<file path="src/rtl/scr1_wb_pkg.sv">
// Shared types for the SCR1 Wishbone bridges: core memory-interface enums, bridge FSM
// states, the full-word byte-select constant and the fetch legality helper.
package scr1_wb_pkg;

  typedef enum logic {
    SCR1_MEM_CMD_RD = 1'b0,
    SCR1_MEM_CMD_WR = 1'b1
  } type_scr1_mem_cmd_e;

  typedef enum logic [1:0] {
    SCR1_MEM_RESP_NOTRDY = 2'd0,
    SCR1_MEM_RESP_RDY_OK = 2'd1,
    SCR1_MEM_RESP_RDY_ER = 2'd2
  } type_scr1_mem_resp_e;

  typedef enum logic [1:0] {
    SCR1_WBB_IDLE = 2'd0,
    SCR1_WBB_BUS  = 2'd1,
    SCR1_WBB_RESP = 2'd2
  } type_scr1_wbb_fsm_e;

  localparam logic [3:0] SCR1_WB_SEL_WORD = 4'hF;

  // Only word-aligned reads may reach the bus.
  function automatic logic scr1_wbb_fetch_legal(input logic cmd, input logic [1:0] addr_lsb);
    return (cmd == SCR1_MEM_CMD_RD) && (addr_lsb == 2'b00);
  endfunction

endpackage

</file>
<file path="src/rtl/scr1_wb_timeout.sv">
// Bus-cycle watchdog: counts enabled cycles since the last clear and flags expiry.
// TIMEOUT_CYC of 0 disables expiry.
module scr1_wb_timeout #(
  parameter int TIMEOUT_CYC = 255,
  parameter int TO_CNT_W    = 8
) (
  input  logic clk,
  input  logic rst,
  input  logic clr_i,
  input  logic en_i,
  output logic expire_o
);

  localparam logic [TO_CNT_W-1:0] TO_LAST = TO_CNT_W'(TIMEOUT_CYC - 1);

  generate
    if (TIMEOUT_CYC >= (1 << TO_CNT_W)) begin : g_bad_param
      $error("scr1_wb_timeout: TIMEOUT_CYC does not fit in TO_CNT_W bits");
    end
  endgenerate

  logic [TO_CNT_W-1:0] cnt_q;

  always_ff @(posedge clk) begin
    if (rst) begin
      cnt_q <= '0;
    end else if (clr_i) begin
      cnt_q <= '0;
    end else if (en_i) begin
      cnt_q <= cnt_q + TO_CNT_W'(1);
    end
  end

  assign expire_o = (TIMEOUT_CYC != 0) && (cnt_q == TO_LAST);

endmodule

</file>
<file path="src/rtl/scr1_imem_wb_bridge.sv">
// Instruction-fetch bridge: turns imem request/response handshakes into single
// Wishbone classic read cycles, with local rejection of illegal fetches and a watchdog.
module scr1_imem_wb_bridge #(
  parameter int AWIDTH      = 32,
  parameter int DWIDTH      = 32,
  parameter int TIMEOUT_CYC = 255,
  parameter int TO_CNT_W    = 8
) (
  input  logic              clk,
  input  logic              rst,
  output logic              imem_req_ack,
  input  logic              imem_req,
  input  logic              imem_cmd,
  input  logic [AWIDTH-1:0] imem_addr,
  output logic [DWIDTH-1:0] imem_rdata,
  output logic [1:0]        imem_resp,
  output logic              wbm_cyc_o,
  output logic              wbm_stb_o,
  output logic              wbm_we_o,
  output logic [3:0]        wbm_sel_o,
  output logic [AWIDTH-1:0] wbm_adr_o,
  input  logic [DWIDTH-1:0] wbm_dat_i,
  input  logic              wbm_ack_i,
  input  logic              wbm_err_i
);
  import scr1_wb_pkg::*;

  type_scr1_wbb_fsm_e  state_q, state_d;
  type_scr1_mem_resp_e resp_q, resp_d;
  logic                cyc_q, cyc_d;
  logic [3:0]          sel_q, sel_d;
  logic [AWIDTH-1:0]   adr_q, adr_d;
  logic [DWIDTH-1:0]   rdata_q, rdata_d;
  logic                to_clr, to_en, to_expire;

  assign imem_req_ack = imem_req & ((state_q == SCR1_WBB_IDLE) | (state_q == SCR1_WBB_RESP));

  scr1_wb_timeout #(
    .TIMEOUT_CYC (TIMEOUT_CYC),
    .TO_CNT_W    (TO_CNT_W)
  ) u_timeout (
    .clk      (clk),
    .rst      (rst),
    .clr_i    (to_clr),
    .en_i     (to_en),
    .expire_o (to_expire)
  );

  always_comb begin
    state_d = state_q;
    resp_d  = SCR1_MEM_RESP_NOTRDY;
    cyc_d   = cyc_q;
    sel_d   = sel_q;
    adr_d   = adr_q;
    rdata_d = rdata_q;
    to_clr  = 1'b0;
    to_en   = 1'b0;
    case (state_q)
      SCR1_WBB_IDLE, SCR1_WBB_RESP: begin
        if (imem_req) begin
          if (scr1_wbb_fetch_legal(imem_cmd, imem_addr[1:0])) begin
            state_d = SCR1_WBB_BUS;
            cyc_d   = 1'b1;
            sel_d   = SCR1_WB_SEL_WORD;
            adr_d   = {imem_addr[AWIDTH-1:2], 2'b00};
            to_clr  = 1'b1;
          end else begin
            state_d = SCR1_WBB_RESP;
            resp_d  = SCR1_MEM_RESP_RDY_ER;
            rdata_d = '0;
          end
        end else begin
          state_d = SCR1_WBB_IDLE;
        end
      end
      SCR1_WBB_BUS: begin
        to_en = 1'b1;
        // Error beats ack, ack beats the watchdog.
        if (wbm_err_i) begin
          state_d = SCR1_WBB_RESP;
          resp_d  = SCR1_MEM_RESP_RDY_ER;
          cyc_d   = 1'b0;
          sel_d   = 4'h0;
        end else if (wbm_ack_i) begin
          state_d = SCR1_WBB_RESP;
          resp_d  = SCR1_MEM_RESP_RDY_OK;
          rdata_d = wbm_dat_i;
          cyc_d   = 1'b0;
          sel_d   = 4'h0;
        end else if (to_expire) begin
          state_d = SCR1_WBB_RESP;
          resp_d  = SCR1_MEM_RESP_RDY_ER;
          cyc_d   = 1'b0;
          sel_d   = 4'h0;
        end else begin
          state_d = SCR1_WBB_BUS;
        end
      end
      default: begin
        state_d = SCR1_WBB_IDLE;
        cyc_d   = 1'b0;
        sel_d   = 4'h0;
      end
    endcase
  end

  always_ff @(posedge clk) begin
    if (rst) begin
      state_q <= SCR1_WBB_IDLE;
      resp_q  <= SCR1_MEM_RESP_NOTRDY;
      cyc_q   <= 1'b0;
      sel_q   <= 4'h0;
      adr_q   <= '0;
      rdata_q <= '0;
    end else begin
      state_q <= state_d;
      resp_q  <= resp_d;
      cyc_q   <= cyc_d;
      sel_q   <= sel_d;
      adr_q   <= adr_d;
      rdata_q <= rdata_d;
    end
  end

  assign imem_rdata = rdata_q;
  assign imem_resp  = resp_q;
  assign wbm_cyc_o  = cyc_q;
  assign wbm_stb_o  = cyc_q;
  assign wbm_we_o   = 1'b0;
  assign wbm_sel_o  = sel_q;
  assign wbm_adr_o  = adr_q;

endmodule

</file>
<file path="config.mk">
export PLATFORM = sky130hd
export DESIGN_NAME = scr1_imem_wb_bridge
export DESIGN_NICKNAME = d
export VERILOG_FILES = /design/src/rtl/scr1_wb_pkg.sv /design/src/rtl/scr1_wb_timeout.sv /design/src/rtl/scr1_imem_wb_bridge.sv
export SDC_FILE = /design/constraint.sdc
export NUM_CORES = 1
export LEC_CHECK = 0
export ABC_AREA = 1
export ABC_CLOCK_PERIOD_IN_PS = 2300
export BUFFER_PORTS_ARGS = -buffer_cell sky130_fd_sc_hd__clkbuf_2
export CORE_MARGIN = 3
export CORE_UTILIZATION = 40
export DETAILED_ROUTE_END_ITERATION = 10
export PLACE_DENSITY = 0.8
export REMOVE_ABC_BUFFERS = 1
export SLEW_MARGIN = 0
export SYNTH_ARGS = -nofsm -noshare
export SYNTH_HDL_FRONTEND = slang
export SYNTH_SLANG_ARGS = --single-unit
</file>
<file path="constraint.sdc">
create_clock -name clk -period 2.3 [get_ports clk]
set_clock_uncertainty 0.1 [all_clocks]
set_input_delay 0.23 -clock clk [delete_from_list [all_inputs] [get_ports clk]]
set_output_delay 0.23 -clock clk [all_outputs]
set_load 0.01 [all_outputs]
</file>
==> flow_summary.json <==
{
  "outcome": "completed",
  "post-route-min-period_ns": 1.66,
  "clk_path_buf_depth": 2,
  "slowest_stage": "dfxtp_1",
  "wl_met2_mm": 3.90,
  "tightest_slew_ns": 0.658,
  "syn_to_final_growth_pct": 30.0,
  "critPathArrivalTime_ns": 1.83,
  "cp.depth": 8,
  "drt-total-wl_mm": 7.77,
  "insertion_delay_ns": 0.33,
  "wl_met3_um": 424,
  "drtIter0Drc": 125,
  "post_drt_via_cell_ratio": 4.51,
  "cts_sinks": 75,
  "required_ns": 2.47,
  "synth-seq-area-share": 0.479,
  "yosysUniqueCellTypes": 25,
  "drive_above_1_share": 0.297,
  "hpwlAfterDp_mm": 5.72,
  "max_freq_mhz": 602,
  "routed.top_layer": "met4",
  "relSlewSlack": 0.560,
  "crit_type": "reg -> reg",
  "setup_violations": 0,
  "antenna_left": 0,
  "yosys_warnings": 0,
  "fin_nets": 639,
  "antenna_found_initial": 0,
  "worstReg2RegEnd": "imem_rdata[25]",
  "grt_max_degree": 37,
  "initial_core_util": 0.421,
  "critPathLaunchType": "register",
  "hp-class": "in -> reg",
  "grt_remaining_overflow": 0,
  "grt_pass1_vias": 2761,
  "crit_end": "imem_rdata[25]",
  "final.period_utilization": 0.723,
  "power_density_nw_per_um2": 759,
  "port_buffers": 140,
  "finalWeightedCongestion": 0.788,
  "ctsHoldBuffers": 0,
  "max_stage_delay_ns": 0.39,
  "tritoncts": "yes",
  "antennaDiodeCount": 0,
  "crit_fanout": 33,
  "maxSlewViolCount": 0,
  "synthCells": 437,
  "vias": 3024,
  "rsz0062_at_grt": "false",
  "drc": 0,
  "wl_met1_mm": 3.29,
  "crit_path_end_kind": "register",
  "die_area_um2": 8940,
  "rows": 31,
  "syn_area_um2": 3140,
  "setup-tns-final_ns": 0,
  "syn_area_per_cell_um2": 7.18,
  "core_um2": 7450,
  "worst-path-buf-inv": 2,
  "r2r_start": "state_q[0]",
  "crit_path_cell_trace": "inv_2 > nor2_8 > nand3_2 > nand2_2 > nand2_4 > inv_6 > nor2_1 > nor2_1",
  "ys_ff_latch": 75,
  "ff2ff_path_depth": 8,
  "die_y_um": 94.6,
  "io_pins": 144,
  "grt_pass1_wl_mm": 12.1,
  "cts_root_buf": "clkbuf_8",
  "peakVddDrop_v": 0.000309,
  "crit_family": "simple AND/OR/NAND/NOR gates",
  "leakagePower_nw": 2.10,
  "postCtsSetupBuffers": 0,
  "cts_buffers": 9,
  "min_path_cells": 3,
  "chipWidth_um": 94.6,
  "clkTransAtPathRegs_ns": 0.08,
  "ctsResizeCount": 0,
  "dr.pass1.iters": 4,
  "maxCapViolations": 0,
  "dpl_cell_area_um2": 3800,
  "critPathLaunch": "state_q[0]",
  "postLayoutCellArea_um2": 4080,
  "wire_per_inst_um": 11.6,
  "cpMostUsedCell": "nor2_1",
  "hold_viol_final": 0,
  "worst-r2r-setup-slack_ns": 0.64,
  "cts-htree-levels": 3,
  "grt_use_total": 0.169
}
worst reg2reg max path: cells and delay by family, from the launching register on:
kind                   cells  cell delay [ns]
and+or+nand+nor            6             0.72
buffers and inverters      2             0.39
DFF                        1             0.39
layout make-up:
cell class	count	area, µm²
tap	99	124
fill	727	3370
clock inverter	4	120
multi-input combinational	289	1250
clock buffer	12	155
sequential	75	1500
inverter	46	178
timing repair buffer	146	746
sequential cells by signal, summed over array words and instances (netlist names):
signal,flops
imem_rdata,32
imem_resp,2
state_q,2
u_timeout.cnt_q,8
wbm_adr_o,30
wbm_sel_o,1
cells in the final DEF (no fill, tap or decap), types with 2 or more instances in the layout:
cell type	instances
o21ai_0	40
buf_4	6
nand2_2	2
dfxtp_1	75
o21ai_1	23
bufinv_16	4
a21oi_1	8
inv_1	44
nor2_1	172
ha_1	2
nand2_1	25
nor3b_1	2
clkbuf_2	140
nand3_1	5
or2_2	2
clkbuf_8	11
conb_1	3
worst min path at each step:
stage,start,end
5_1_grt,imem_addr[25],wbm_adr_o[25]
4_1_cts,imem_addr[25],wbm_adr_o[25]
3_5_place_dp,imem_rdata[28],imem_rdata[28]
6_report,imem_addr[25],wbm_adr_o[25]
2_1_floorplan,rst,state_q[0]
3_3_place_gp,imem_rdata[17],imem_rdata[17]
layer usage:
| metal | GRT usage | vias up |
|---|---|---|
| li1 | - | 1588 |
| met1 | 0.188 | 1346 |
| met2 | 0.304 | 77 |
| met3 | 0.0406 | 13 |
| met4 | 0.0745 | 0 |
| met5 | 0 | - |
cell families (layout without fill, tap and decap cells):
group / count (synthesis) / after routing / share of synthesized area
AO/OA/AOI/OAI: 71 / 71 / 0.113
XOR/XNOR: 2 / 2 / 0.00559
adder cells (fa/ha/maj): 2 / 2 / 0.00798
buffers and inverters: 75 / 208 / 0.124
flip-flops: 75 / 75 / 0.479
other: 1 / 3 / 0.00120
AND/OR/NAND/NOR: 211 / 211 / 0.270
metrics by stage:
stage / power, mW / std cells / setup slack (ns) / util / hold WS, ns
detailed placement: 1.76 / 655 / 0.639 / 0.511 / 0.372
CTS: 3.12 / 671 / 0.622 / 0.548 / 0.0202
global route: 3.21 / 671 / 0.487 / 0.548 / 0.0412
floorplan: 1.60 / 410 / 0.248 / - / 0.199
finish: 3.10 / 671 / 0.638 / 0.548 / 0.0364
global placement: 1.76 / 655 / 0.684 / 0.511 / 0.360
Yosys cell counts (all sizes together):
library cell	number	area, µm²
a21oi	8	40.0
nand3	6	35.0
nor2	173	666
nor3b	2	15.0
xnor2	1	8.76
buf	20	176
nand2	28	118
xor2	1	8.76
o21ai	63	315
or2	2	12.5
ha	2	25.0
dfxtp	75	1500
clkbuf	9	33.8
inv	46	178
conb	1	3.75
power by group:
part           internal (mW)  total, mW  switching, mW  leakage [nW]
Clock                  0.891       1.36          0.472         0.137
Combinational          0.142      0.340          0.198          1.35
Sequential              1.36       1.39         0.0345         0.613
Total                   2.39       3.10          0.705          2.10
Note: power is estimated with default switching activity, not from simulation.
